===== config.mk =====
export PLATFORM = sky130hd
export DESIGN_NAME = redmule_cfg_slave_flat
export DESIGN_NICKNAME = d
export VERILOG_FILES = /design/src/rtl/redmule_pkg.sv /design/src/rtl/hwpe_ctrl_intf_periph.sv /design/src/rtl/redmule_cfg_bank.sv /design/src/rtl/redmule_cfg_slave.sv /design/src/flat_wrapper.sv
export SDC_FILE = /design/constraint.sdc
export NUM_CORES = 1
export LEC_CHECK = 0
export CAP_MARGIN = 5
export CELL_PAD_IN_SITES_DETAIL_PLACEMENT = 0
export CELL_PAD_IN_SITES_GLOBAL_PLACEMENT = 1
export CORE_ASPECT_RATIO = 1.25
export CORE_UTILIZATION = 39
export CTS_BUF_LIST = sky130_fd_sc_hd__clkbuf_4
export DETAILED_ROUTE_END_ITERATION = 16
export DONT_BUFFER_PORTS = 1
export GPL_TIMING_DRIVEN = 0
export PLACE_DENSITY_LB_ADDON = 0.1
export SLEW_MARGIN = 40
export SYNTH_ARGS = -nofsm -noshare
export SYNTH_HDL_FRONTEND = slang
export SYNTH_SLANG_ARGS = --single-unit

===== constraint.sdc =====
create_clock -name clk_i -period 3.9 [get_ports clk_i]
set_clock_uncertainty 0.15 [all_clocks]
set_input_delay 0.39 -clock clk_i [delete_from_list [all_inputs] [get_ports clk_i]]
set_output_delay 0.39 -clock clk_i [all_outputs]
set_load 0.02 [all_outputs]

===== src/rtl/redmule_pkg.sv =====
// Shared constants and types for the RedMulE configuration target.
// Holds the register map offsets and the configuration-slave FSM state type.
package redmule_pkg;

  localparam logic [7:0] REDMULE_TRIGGER_OFFS = 8'h00;
  localparam logic [7:0] REDMULE_STATUS_OFFS  = 8'h04;
  localparam logic [7:0] REDMULE_CFG_BASE     = 8'h40;

  typedef enum logic [1:0] {
    Idle       = 2'd0,
    Run        = 2'd1,
    RunPending = 2'd2
  } redmule_cfg_slave_state_e;

endpackage


===== src/rtl/hwpe_ctrl_intf_periph.sv =====
// Peripheral register-access interface between a control master and a target.
// Signals:
//   req/add/wen/be/data/id  : request from the master (wen=1 read, wen=0 write)
//   gnt                     : same-cycle grant from the target
//   r_data/r_valid/r_id     : response one cycle after each grant
interface hwpe_ctrl_intf_periph #(
  parameter int unsigned ID_WIDTH = 8
);
  logic                req;
  logic                gnt;
  logic [31:0]         add;
  logic                wen;
  logic [3:0]          be;
  logic [31:0]         data;
  logic [ID_WIDTH-1:0] id;
  logic [31:0]         r_data;
  logic                r_valid;
  logic [ID_WIDTH-1:0] r_id;

  modport master (
    output req, add, wen, be, data, id,
    input  gnt, r_data, r_valid, r_id
  );

  modport slave (
    input  req, add, wen, be, data, id,
    output gnt, r_data, r_valid, r_id
  );
endinterface


===== src/rtl/redmule_cfg_bank.sv =====
// Register array of NumRegs words of DataWidth bits.
// Ports:
//   clk_i, rst_ni, clear_i        : clock, async active-low reset, sync clear
//   we_i/waddr_i/wdata_i/be_i     : byte-enable write port
//   raddr_i/rdata_o               : combinational read port (0 when out of range)
//   load_i/load_data_i            : parallel load of the whole bank (wins over we_i)
//   dump_o                        : whole bank, word i at bits [i*DataWidth +: DataWidth]
module redmule_cfg_bank #(
  parameter int unsigned NumRegs   = 6,
  parameter int unsigned DataWidth = 32,
  localparam int unsigned IdxW     = (NumRegs > 1) ? $clog2(NumRegs) : 1,
  localparam int unsigned BeW      = DataWidth / 8
) (
  input  logic                         clk_i,
  input  logic                         rst_ni,
  input  logic                         clear_i,
  input  logic                         we_i,
  input  logic [IdxW-1:0]              waddr_i,
  input  logic [DataWidth-1:0]         wdata_i,
  input  logic [BeW-1:0]               be_i,
  input  logic [IdxW-1:0]              raddr_i,
  output logic [DataWidth-1:0]         rdata_o,
  input  logic                         load_i,
  input  logic [NumRegs*DataWidth-1:0] load_data_i,
  output logic [NumRegs*DataWidth-1:0] dump_o
);

  logic [DataWidth-1:0] regs_r [NumRegs];

  // Bank storage: reset/clear, whole-bank load, or byte-masked word write.
  always_ff @(posedge clk_i or negedge rst_ni) begin
    if (!rst_ni) begin
      for (int i = 0; i < NumRegs; i++) regs_r[i] <= '0;
    end else if (clear_i) begin
      for (int i = 0; i < NumRegs; i++) regs_r[i] <= '0;
    end else if (load_i) begin
      for (int i = 0; i < NumRegs; i++) regs_r[i] <= load_data_i[i*DataWidth +: DataWidth];
    end else if (we_i && (32'(waddr_i) < NumRegs)) begin
      for (int b = 0; b < BeW; b++) begin
        if (be_i[b]) regs_r[waddr_i][b*8 +: 8] <= wdata_i[b*8 +: 8];
      end
    end
  end

  assign rdata_o = (32'(raddr_i) < NumRegs) ? regs_r[raddr_i] : '0;

  for (genvar g = 0; g < NumRegs; g++) begin : g_dump
    assign dump_o[g*DataWidth +: DataWidth] = regs_r[g];
  end

endmodule


===== src/rtl/redmule_cfg_slave.sv =====
// Configuration target for the RedMulE engine.
// Captures config words into a shadow bank, accepts trigger writes and promotes
// the shadow bank to the active bank (one job may wait in a pending bank).
// Ports:
//   clk_i, rst_ni, clear_i : clock, async active-low reset, sync clear
//   periph                 : register access target (gnt combinational, response registered)
//   engine_done_i          : pulse when the active job finishes
//   cfg_o                  : active config bank
//   start_o                : pulse, active bank holds a new job this cycle
//   busy_o                 : engine owns the active bank
//   cfg_complete_o         : a trigger write would be granted this cycle
module redmule_cfg_slave
  import redmule_pkg::*;
#(
  parameter int unsigned SysDataWidth = 32,
  parameter int unsigned NumCfgRegs   = 6,
  parameter logic [7:0]  CfgBase      = REDMULE_CFG_BASE,
  parameter int unsigned IdWidth      = 8
) (
  input  logic                             clk_i,
  input  logic                             rst_ni,
  input  logic                             clear_i,
  hwpe_ctrl_intf_periph.slave              periph,
  input  logic                             engine_done_i,
  output logic [NumCfgRegs*SysDataWidth-1:0] cfg_o,
  output logic                             start_o,
  output logic                             busy_o,
  output logic                             cfg_complete_o
);

  localparam int unsigned IdxW    = (NumCfgRegs > 1) ? $clog2(NumCfgRegs) : 1;
  localparam logic [5:0]  CfgWord = CfgBase[7:2];
  localparam logic [5:0]  TrigWord = REDMULE_TRIGGER_OFFS[7:2];
  localparam logic [5:0]  StatWord = REDMULE_STATUS_OFFS[7:2];

  redmule_cfg_slave_state_e state_r, state_n;

  logic [5:0]              word_s, cfg_off_s;
  logic [IdxW-1:0]         cfg_idx_s;
  logic                    is_trig_s, is_stat_s, is_cfg_s;
  logic                    wr_s, stall_s, gnt_s, trig_s, shadow_we_s;
  logic                    start_s, load_pend_s, load_act_s, act_from_pend_s;
  logic [SysDataWidth-1:0] shadow_rdata_s, rdata_s;
  logic [SysDataWidth-1:0] unused_pend_rdata, unused_act_rdata;
  logic [NumCfgRegs*SysDataWidth-1:0] shadow_dump_s, pend_dump_s;
  logic                    r_valid_r, start_r;
  logic [SysDataWidth-1:0] r_data_r;
  logic [IdWidth-1:0]      r_id_r;

  // Address decode on the word offset; byte bits and upper address bits are ignored.
  assign word_s    = periph.add[7:2];
  assign cfg_off_s = word_s - CfgWord;
  assign cfg_idx_s = cfg_off_s[IdxW-1:0];
  assign is_trig_s = (word_s == TrigWord);
  assign is_stat_s = (word_s == StatWord);
  assign is_cfg_s  = (word_s >= CfgWord) && ({26'd0, cfg_off_s} < NumCfgRegs);

  assign wr_s        = ~periph.wen;
  // Only a trigger with the single queue slot already taken is held off.
  assign stall_s     = periph.req & wr_s & is_trig_s & (state_r == RunPending);
  assign gnt_s       = periph.req & ~stall_s;
  assign trig_s      = gnt_s & wr_s & is_trig_s;
  assign shadow_we_s = gnt_s & wr_s & is_cfg_s;

  // Next-state and bank-transfer decisions.
  always_comb begin
    state_n         = state_r;
    start_s         = 1'b0;
    load_pend_s     = 1'b0;
    load_act_s      = 1'b0;
    act_from_pend_s = 1'b0;
    case (state_r)
      Idle: begin
        if (trig_s) begin
          load_act_s = 1'b1;
          start_s    = 1'b1;
          state_n    = Run;
        end else begin
          state_n = Idle;
        end
      end
      Run: begin
        if (trig_s && engine_done_i) begin
          // Slot frees as the new job arrives: skip the pending bank.
          load_act_s = 1'b1;
          start_s    = 1'b1;
          state_n    = Run;
        end else if (trig_s) begin
          load_pend_s = 1'b1;
          state_n     = RunPending;
        end else if (engine_done_i) begin
          state_n = Idle;
        end else begin
          state_n = Run;
        end
      end
      RunPending: begin
        if (engine_done_i) begin
          load_act_s      = 1'b1;
          act_from_pend_s = 1'b1;
          start_s         = 1'b1;
          state_n         = Run;
        end else begin
          state_n = RunPending;
        end
      end
      default: begin
        state_n = Idle;
      end
    endcase
  end

  // Read value for the addressed register; unmapped and write-only words read 0.
  always_comb begin
    rdata_s = '0;
    if (is_stat_s) begin
      rdata_s = {{(SysDataWidth-2){1'b0}}, (state_r == RunPending), (state_r != Idle)};
    end else if (is_cfg_s) begin
      rdata_s = shadow_rdata_s;
    end else begin
      rdata_s = '0;
    end
  end

  // FSM state and start pulse register.
  always_ff @(posedge clk_i or negedge rst_ni) begin
    if (!rst_ni) begin
      state_r <= Idle;
      start_r <= 1'b0;
    end else if (clear_i) begin
      state_r <= Idle;
      start_r <= 1'b0;
    end else begin
      state_r <= state_n;
      start_r <= start_s;
    end
  end

  // Registered response: one cycle after every granted request.
  always_ff @(posedge clk_i or negedge rst_ni) begin
    if (!rst_ni) begin
      r_valid_r <= 1'b0;
      r_data_r  <= '0;
      r_id_r    <= '0;
    end else if (clear_i) begin
      r_valid_r <= 1'b0;
      r_data_r  <= '0;
      r_id_r    <= '0;
    end else begin
      r_valid_r <= gnt_s;
      r_data_r  <= (gnt_s && periph.wen) ? rdata_s : '0;
      r_id_r    <= gnt_s ? periph.id : '0;
    end
  end

  redmule_cfg_bank #(.NumRegs(NumCfgRegs), .DataWidth(SysDataWidth)) i_shadow (
    .clk_i, .rst_ni, .clear_i,
    .we_i        (shadow_we_s),
    .waddr_i     (cfg_idx_s),
    .wdata_i     (periph.data),
    .be_i        (periph.be),
    .raddr_i     (cfg_idx_s),
    .rdata_o     (shadow_rdata_s),
    .load_i      (1'b0),
    .load_data_i ({(NumCfgRegs*SysDataWidth){1'b0}}),
    .dump_o      (shadow_dump_s)
  );

  redmule_cfg_bank #(.NumRegs(NumCfgRegs), .DataWidth(SysDataWidth)) i_pending (
    .clk_i, .rst_ni, .clear_i,
    .we_i        (1'b0),
    .waddr_i     ({IdxW{1'b0}}),
    .wdata_i     ({SysDataWidth{1'b0}}),
    .be_i        ({(SysDataWidth/8){1'b0}}),
    .raddr_i     ({IdxW{1'b0}}),
    .rdata_o     (unused_pend_rdata),
    .load_i      (load_pend_s),
    .load_data_i (shadow_dump_s),
    .dump_o      (pend_dump_s)
  );

  redmule_cfg_bank #(.NumRegs(NumCfgRegs), .DataWidth(SysDataWidth)) i_active (
    .clk_i, .rst_ni, .clear_i,
    .we_i        (1'b0),
    .waddr_i     ({IdxW{1'b0}}),
    .wdata_i     ({SysDataWidth{1'b0}}),
    .be_i        ({(SysDataWidth/8){1'b0}}),
    .raddr_i     ({IdxW{1'b0}}),
    .rdata_o     (unused_act_rdata),
    .load_i      (load_act_s),
    .load_data_i (act_from_pend_s ? pend_dump_s : shadow_dump_s),
    .dump_o      (cfg_o)
  );

  assign periph.gnt     = gnt_s;
  assign periph.r_valid = r_valid_r;
  assign periph.r_data  = r_data_r;
  assign periph.r_id    = r_id_r;
  assign start_o        = start_r;
  assign busy_o         = (state_r != Idle);
  assign cfg_complete_o = (state_r != RunPending);

endmodule


===== src/flat_wrapper.sv =====
// flat-port wrapper written by rule: the top's interface ports become plain ports
module redmule_cfg_slave_flat import redmule_pkg::*;
#(
  parameter int unsigned SysDataWidth = 32,
  parameter int unsigned NumCfgRegs   = 6,
  parameter logic [7:0]  CfgBase      = REDMULE_CFG_BASE,
  parameter int unsigned IdWidth      = 8
)
  (clk_i, rst_ni, clear_i, engine_done_i, cfg_o, start_o, busy_o, cfg_complete_o, periph_req, periph_add, periph_wen, periph_be, periph_data, periph_id, periph_gnt, periph_r_data, periph_r_valid, periph_r_id);
  hwpe_ctrl_intf_periph #(.ID_WIDTH(8)) periph_i ();
  input  logic clk_i;
  input  logic rst_ni;
  input  logic clear_i;
  input  logic engine_done_i;
  output logic [NumCfgRegs*SysDataWidth-1:0] cfg_o;
  output logic start_o;
  output logic busy_o;
  output logic cfg_complete_o;
  input wire logic [$bits(periph_i.req)-1:0] periph_req;
  input wire logic [$bits(periph_i.add)-1:0] periph_add;
  input wire logic [$bits(periph_i.wen)-1:0] periph_wen;
  input wire logic [$bits(periph_i.be)-1:0] periph_be;
  input wire logic [$bits(periph_i.data)-1:0] periph_data;
  input wire logic [$bits(periph_i.id)-1:0] periph_id;
  output wire logic [$bits(periph_i.gnt)-1:0] periph_gnt;
  output wire logic [$bits(periph_i.r_data)-1:0] periph_r_data;
  output wire logic [$bits(periph_i.r_valid)-1:0] periph_r_valid;
  output wire logic [$bits(periph_i.r_id)-1:0] periph_r_id;
  assign periph_i.req = periph_req;
  assign periph_i.add = periph_add;
  assign periph_i.wen = periph_wen;
  assign periph_i.be = periph_be;
  assign periph_i.data = periph_data;
  assign periph_i.id = periph_id;
  assign periph_gnt = periph_i.gnt;
  assign periph_r_data = periph_i.r_data;
  assign periph_r_valid = periph_i.r_valid;
  assign periph_r_id = periph_i.r_id;
  redmule_cfg_slave #(.SysDataWidth(SysDataWidth), .NumCfgRegs(NumCfgRegs), .CfgBase(CfgBase), .IdWidth(IdWidth)) u_core (.clk_i(clk_i), .rst_ni(rst_ni), .clear_i(clear_i), .periph(periph_i), .engine_done_i(engine_done_i), .cfg_o(cfg_o), .start_o(start_o), .busy_o(busy_o), .cfg_complete_o(cfg_complete_o));
endmodule

# [After elaboration in Yosys (flattened, before gate mapping)]
# Index checks and enable logic that the tools add are counted.
# W data, S select, Z words.
[word_totals] register_bits=620 out_inout_bits=237
[classes] addsub=1 n_lt_le_gt_ge=5 eq_ne=4 muxes=55 bitwise=10 reduce_logical=11
[ops] cell="$mux W192" count=17
[ops] cell="$bwmux W192" count=4
[ops] cell="$demux W32 S3" count=4
[ops] cell="$mux W32" count=8
[ops] cell="$bmux W32 S3" count=1
[ops] cell="$mux W24" count=1
[ops] cell="$mux W8" count=3
[ops] cell="$mux W16" count=1
[ops] cell="$mux W1" count=10
[ops] cell="$mux W2" count=4
[ops] cell="$reduce_bool A2 Y1" count=4
[ops] cell="$and A1 B1 Y1" count=7
[ops] cell="$eq A6 B1 Y1 const B" count=1
[ops] cell="$ge A6 B5 Y1 const B" count=1
[ops] cell="$logic_not A6 Y1" count=1
[ops] cell="$lt A6 B3 Y1 const B" count=1
[ops] cell="$pmux W2 S3" count=1
[ops] cell="$sub A6 B5 Y6 const B" count=1
[ops] cell="$logic_and A1 B1 Y1" count=5
[ops] cell="$ge A4 B4 Y1 const B" count=1
[ops] cell="$lt A4 B1 Y1 const B" count=1
[ops] cell="$not A3 Y4" count=1
[ops] cell="$lt A3 B3 Y1 const B" count=1
[ops] cell="$pmux W1 S3" count=1
[ops] cell="other kinds (5)" count=6

# [Longest topological paths before layout]
# Gate-level depths: netlist of the first run.
[depth] ltp_word=23 depth_mapped=9

# [By module]
# From an unflattened synthesis of the first run, not the netlist that was laid out.
[unflattened] cells_unflattened=3041 area_unflattened_um2=40153.5
[modules_own_cells] module="redmule_cfg_bank at u_core.i_active ..." n_inst=2 cells_each=902 area_each_um2=11868.9 seq_area_each_um2=4804.6
[modules_own_cells] module="redmule_cfg_bank at u_core.i_shadow" n_inst=1 cells_each=902 area_each_um2=11855.1 seq_area_each_um2=4804.6
[modules_own_cells] module="redmule_cfg_slave" n_inst=1 cells_each=335 area_each_um2=4560.6 seq_area_each_um2=1101.1

# [Least setup slack after synthesis of the first run]
# Ideal clock, no wire load.
[synth_path] kind="input to register" start="in periph_add[5]" end="reg u_core.i_pending.regs_r (netlist bit u_core.i_pending.dump_o[0])" setup_ns=0.066 arrival_ns=2.289 setup_slack_ns=1.395 stages=9 path_buffers=3 cell_sequence="nor4b_4 -> buf_2 -> and3_1 -> ha_1 -> nand2_1 -> nor2_1 -> clkbuf_1 -> clkbuf_1 -> a22o_1"
[synth_via] elab_chain_len=11 word_cells_on_any_way=12 classes_between="mux (3); bitwise (6); reduce/logical (3)"
[synth_rtl] element="start: declaration" line_no="flat_wrapper.sv:20" rtl="input wire logic [$bits(periph_i.add)-1:0] periph_add;"
[synth_rtl] element="$logic_not A6 Y1 *" line_no="redmule_cfg_slave.sv:54" rtl="assign is_trig_s = (word_s == TrigWord);"
[synth_rtl] element="$and A1 B1 Y1 (2 in a row)" line_no="redmule_cfg_slave.sv:60" rtl="assign stall_s = periph.req & wr_s & is_trig_s & (state_r == RunPending);"
[synth_rtl] element="$not A1 Y1" line_no="redmule_cfg_slave.sv:61" rtl="assign gnt_s = periph.req & ~stall_s;"
[synth_rtl] element="$and A1 B1 Y1" line_no="redmule_cfg_slave.sv:61"
[synth_rtl] element="$and A1 B1 Y1" line_no="redmule_cfg_slave.sv:62" rtl="assign trig_s = gnt_s & wr_s & is_trig_s;"
[synth_rtl] element="$and A1 B1 Y1 *" line_no="redmule_cfg_slave.sv:62"
[synth_rtl] element="$mux W1 or $logic_and A1 B1 Y1 (tied branches)" line_no="redmule_cfg_slave.sv:88, redmule_cfg_slave.sv:83"
[synth_rtl] element="$mux W1 *" line_no="redmule_cfg_slave.sv:83" rtl="if (trig_s && engine_done_i) begin"
[synth_rtl] element="$mux W1 *" line_no="redmule_cfg_slave.sv:72" rtl="case (state_r)"
[synth_rtl] element="$reduce_bool A2 Y1 (no source line) *"
[synth_rtl] element="end signal: indexed assignment" line_no="redmule_cfg_bank.sv:40" rtl="if (be_i[b]) regs_r[waddr_i][b*8 +: 8] <= wdata_i[b*8 +: 8];"
[synth_rtl] element="end: declaration" line_no="redmule_cfg_bank.sv:28" rtl="logic [DataWidth-1:0] regs_r [NumRegs];"
# Mark *: on every way between the ends. The rest lies on a longest branch, timed or not.
# A chain may end at the register's enable or synchronous reset.

# [Worst setup path in the final report of the first run]
[layout_path] start="in periph_wen" end="reg u_core.i_active.regs_r (netlist bit u_core.i_active.dump_o[153])"
[layout_via] elab_chain_len=12 word_cells_on_any_way=13 classes_between="mux (3); bitwise (8); reduce/logical (2)"
[layout_rtl] element="start: declaration" line_no="flat_wrapper.sv:21" rtl="input wire logic [$bits(periph_i.wen)-1:0] periph_wen;"
[layout_rtl] element="$not A1 Y1 *" line_no="redmule_cfg_slave.sv:58" rtl="assign wr_s = ~periph.wen;"
[layout_rtl] element="$and A1 B1 Y1 (3 in a row)" line_no="redmule_cfg_slave.sv:60"
[layout_rtl] element="$not A1 Y1" line_no="redmule_cfg_slave.sv:61"
[layout_rtl] element="$and A1 B1 Y1" line_no="redmule_cfg_slave.sv:61"
[layout_rtl] element="$and A1 B1 Y1 * (2 in a row)" line_no="redmule_cfg_slave.sv:62"
[layout_rtl] element="$logic_and A1 B1 Y1" line_no="redmule_cfg_slave.sv:83"
[layout_rtl] element="$mux W1" line_no="redmule_cfg_slave.sv:83"
[layout_rtl] element="$pmux W1 S3 *" line_no="redmule_cfg_slave.sv:72"
[layout_rtl] element="$reduce_bool A2 Y1 (no source line) *"
[layout_rtl] element="end signal: indexed assignment" line_no="redmule_cfg_bank.sv:40"
[layout_rtl] element="end: declaration" line_no="redmule_cfg_bank.sv:28"
# Marks and branches as above.

==> results.toml, run 1 <==
[worst_setup_path]
cp.required_ps = 4610
endpoint_kind = "flip-flop"
reg2reg_depth = 7
worstPathMaxFanout = 10
critPathKind = "primary input to flip-flop"
arrival_ps = 4490
start_kind = "primary input"

[pwr]
switchingPower_uw = 3310
ir_worst_vdd_mv = 0.224
p_clk_frac = 0.456
p_seq_frac = 0.495
leakage_uw = 0.0145
p_total_uw = 13000
p_per_area_mw_per_mm2 = 391
swShare = 0.254
p_int_uw = 9710
power.share.combinational = 0.050

[placement]
port_buffers = 0
dpl.hpwl_mm = 81.5
gp_congestion = 0.978
placed_cell_area_sq_mm = 0.0300

[clock_tree]
cts_root_buffer = "clkbuf_4"
clockBufferDepth = 3
cts_tree = "built"
cts-htree-levels = 4
worstSkewPairLatency_ps = 1040
cts.sinks = 620
cts_setup_buffers = 0
cts.reportedPaths.clkPinSlew_ps = 60
cts_made_buffers = 166

[sta]
tightest_slew_ps = 886
setup_viol = 0
post-route-period-util = 0.969
tns_ps = 0
min_period_ps = 3780
slew_violations = 0
slew_headroom = 0.408
finalHoldViolCount = 0
timing.fmax_ghz = 0.264
rsz0062_at_grt = "false"

[drt]
num_vias = 23718
drtIter0Drc = 2053
wl_mm = 114
dr.pass1.iters = 8
routed_via_density = 5.69
antenna_left = 0
drc_errors = 0
wl_per_cell_microns = 27.4

[floorplanning]
die_w_microns = 245
die_h_microns = 306
rows = 111
design.core.area_sq_mm = 0.0732
start_util = 0.393
ios = 319
die_area_sq_mm = 0.0749

[hold_path]
min_path_cells = 4
hold_class = "primary input to flip-flop"

[logic_synthesis]
synthTopCellsByCount = "620 x dfrtp_1, 588 x nand2_1, 355 x a21oi_1"
synth_nets = 2901
ys.flop_type = "dfrtp_1"
synth_top_area_share = 0.539
yosysTopAreaCell = "dfrtp_1"
synth_area_leaders = "dfrtp_1 54%, mux2_2 8.5%, nand2_1 7.7%, a21oi_1 6.2%, a22o_1 6.1%"
syn_area_sq_mm = 0.0288
ys_seq_area_frac = 0.539
ys_types = 40
synth_edf_count = 0
synthCells = 2817
yosysMostFrequentCell = "dfrtp_1"
synthArstFlopShare = 1.00
yosysWarnings = 0
syn_area_per_cell_sq_um = 10.2
synth-seq-cells = 620

[global_route]
grt_pass1_vias = 23822
antenna_found_initial = 15
grt_pass1_wl_mm = 164
grt_max_degree = 621
grt_overflow = 0
grt_use_total = 0.305

[finish]
area_growth_pct = 15.8
fin_area_sq_mm = 0.0333
fin_nets = 3182
layout-drive-gt1-share = 0.165

[job]
max-cap-violations = 0

[outcome]
status = "finished clean"
[worst max-delay path, cell delays in order]
cell and delay, ps:
dlygate4sd3_1 740, nor4b_4 110, dlygate4sd3_1 740, buf_2 290, and3_1 250, ha_1 200, a221oi_2 490, clkbuf_2 530
buf_2 360, mux2_2 370
[layout make-up]
type	count	area [sq um]
inverter	4	15.0
antenna	12	30.0
sequential	620	15500
multi-input combinational	1953	12300
timing repair buffer	113	1240
fill	6992	39800
tap	960	1200
buffer	240	960
clock inverter	47	392
clock buffer	223	1670
[logic make-up after synthesis]
group                    Yosys count  synth area share
AND/OR/NAND/NOR                 1064             0.176
flip-flops                       620             0.539
AO/OA/AOI/OAI                    613             0.138
multiplexers                     274             0.112
buffers and inverters            244            0.0333
adder cells (fa/ha/maj)            2          0.000869
[final timing paths]
check                           slack [ps]                                 endpoint                               startpoint
worst min register to register         350  u_core.i_pending.dump_o[31]$_DFFE_PN0P_  u_core.i_pending.dump_o[31]$_DFFE_PN0P_
worst max-delay path                   120  u_core.i_active.dump_o[153]$_DFFE_PN0P_                               periph_wen
max in group asynchronous             1360  u_core.i_pending.dump_o[32]$_DFFE_PN0P_                                   rst_ni
worst max register to register         530  u_core.i_active.dump_o[153]$_DFFE_PN0P_              u_core.state_r[0]$_DFF_PN0_
worst min-delay path                   110   u_core.i_active.dump_o[54]$_DFFE_PN0P_                                  clear_i
min in group asynchronous              500  u_core.i_active.dump_o[178]$_DFFE_PN0P_                                   rst_ni
[repair_timing]
| action | in CTS | in global routing |
|---|---|---|
| gates resized for setup | 0 | 2 |
| hold endpoints to repair | 883 | 309 |
| endpoints found under the setup margin | 0 | 18 |
| hold buffers | 104 | 3 |
[power by group through the flow]
stage | logic [uW] | registers, uW | clock network (uW)
floorplan | 215 | 6560 | 0
global placement | 403 | 6560 | 0
detailed placement | 409 | 6560 | 0
CTS | 487 | 6440 | 6120
global route | 686 | 6440 | 6450
finish | 645 | 6440 | 5930
[through the flow]
stage | instances | utilization | hold slack [ps] | setup WS [ps]
floorplan | 2817 | - | -55.6 | 1390
global placement | 3777 | 0.410 | -20.7 | 11.4
detailed placement | 3778 | 0.410 | -19.4 | 195
CTS | 4152 | 0.453 | -1170 | 176
global route | 4163 | 0.455 | 88.7 | 149
finish | 4172 | 0.456 | 114 | 119
[registers in the layout (all words and copies together), names as in the netlist]
register	count
u_core.i_pending.dump_o	192
u_core.periph.r_id	8
u_core.start_o	1
u_core.periph.r_data	32
u_core.i_active.dump_o	192
u_core.periph.r_valid	1
u_core.i_shadow.dump_o	192
u_core.state_r	2
[routing by layer]
layer | part of all wire | GRT usage | wire length, microns
met3 | 0.079 | 0.0768 | 9060
met4 | 0.042 | 0.140 | 4800
met5 | 0.00070 | 0 | 80
met1 | 0.41 | 0.390 | 46300
met2 | 0.47 | 0.485 | 53900
[layout by cell type, fill, tap and decap left out, types with 2 or more instances in the layout]
| cell type | Yosys | routed |
|---|---|---|
| and2_1 | 11 | 11 |
| nor2_1 | 59 | 59 |
| dfrtp_1 | 620 | 620 |
| mux2i_1 | 40 | 40 |
| bufinv_16 | 0 | 8 |
| inv_1 | 4 | 4 |
| buf_2 | 35 | 35 |
| o2bb2ai_1 | 8 | 8 |
| buf_16 | 0 | 6 |
| a22o_1 | 199 | 199 |
| clkbuf_4 | 0 | 223 |
| mux2_2 | 217 | 217 |
| a21oi_1 | 355 | 355 |
| ha_1 | 2 | 2 |
| nand2b_1 | 3 | 3 |
| nand4_1 | 21 | 21 |
| dlygate4sd3_1 | 0 | 107 |
| nor3b_1 | 2 | 2 |
| mux4_2 | 17 | 17 |
| buf_1 | 4 | 3 |
| or3_1 | 160 | 160 |
| and3b_1 | 3 | 3 |
| nor2b_1 | 199 | 199 |
| o21ai_0 | 2 | 2 |
| clkinv_2 | 0 | 4 |
| a31oi_1 | 7 | 7 |
| a222oi_1 | 8 | 8 |
| clkbuf_1 | 201 | 190 |
| diode_2 | 0 | 12 |
| nand2_1 | 588 | 588 |
| clkbuf_2 | 0 | 12 |
| a22oi_1 | 29 | 29 |
| clkinv_1 | 0 | 35 |
| or4_1 | 2 | 2 |
| nand3_1 | 8 | 8 |
(Power assumes the default switching activity.)
==> inputs of run 2 (changes only) <==
ABC_AREA = 0   (was default)
==> results of run 2 <==
Final layout, timing and power as in run 1 (identical DEF).
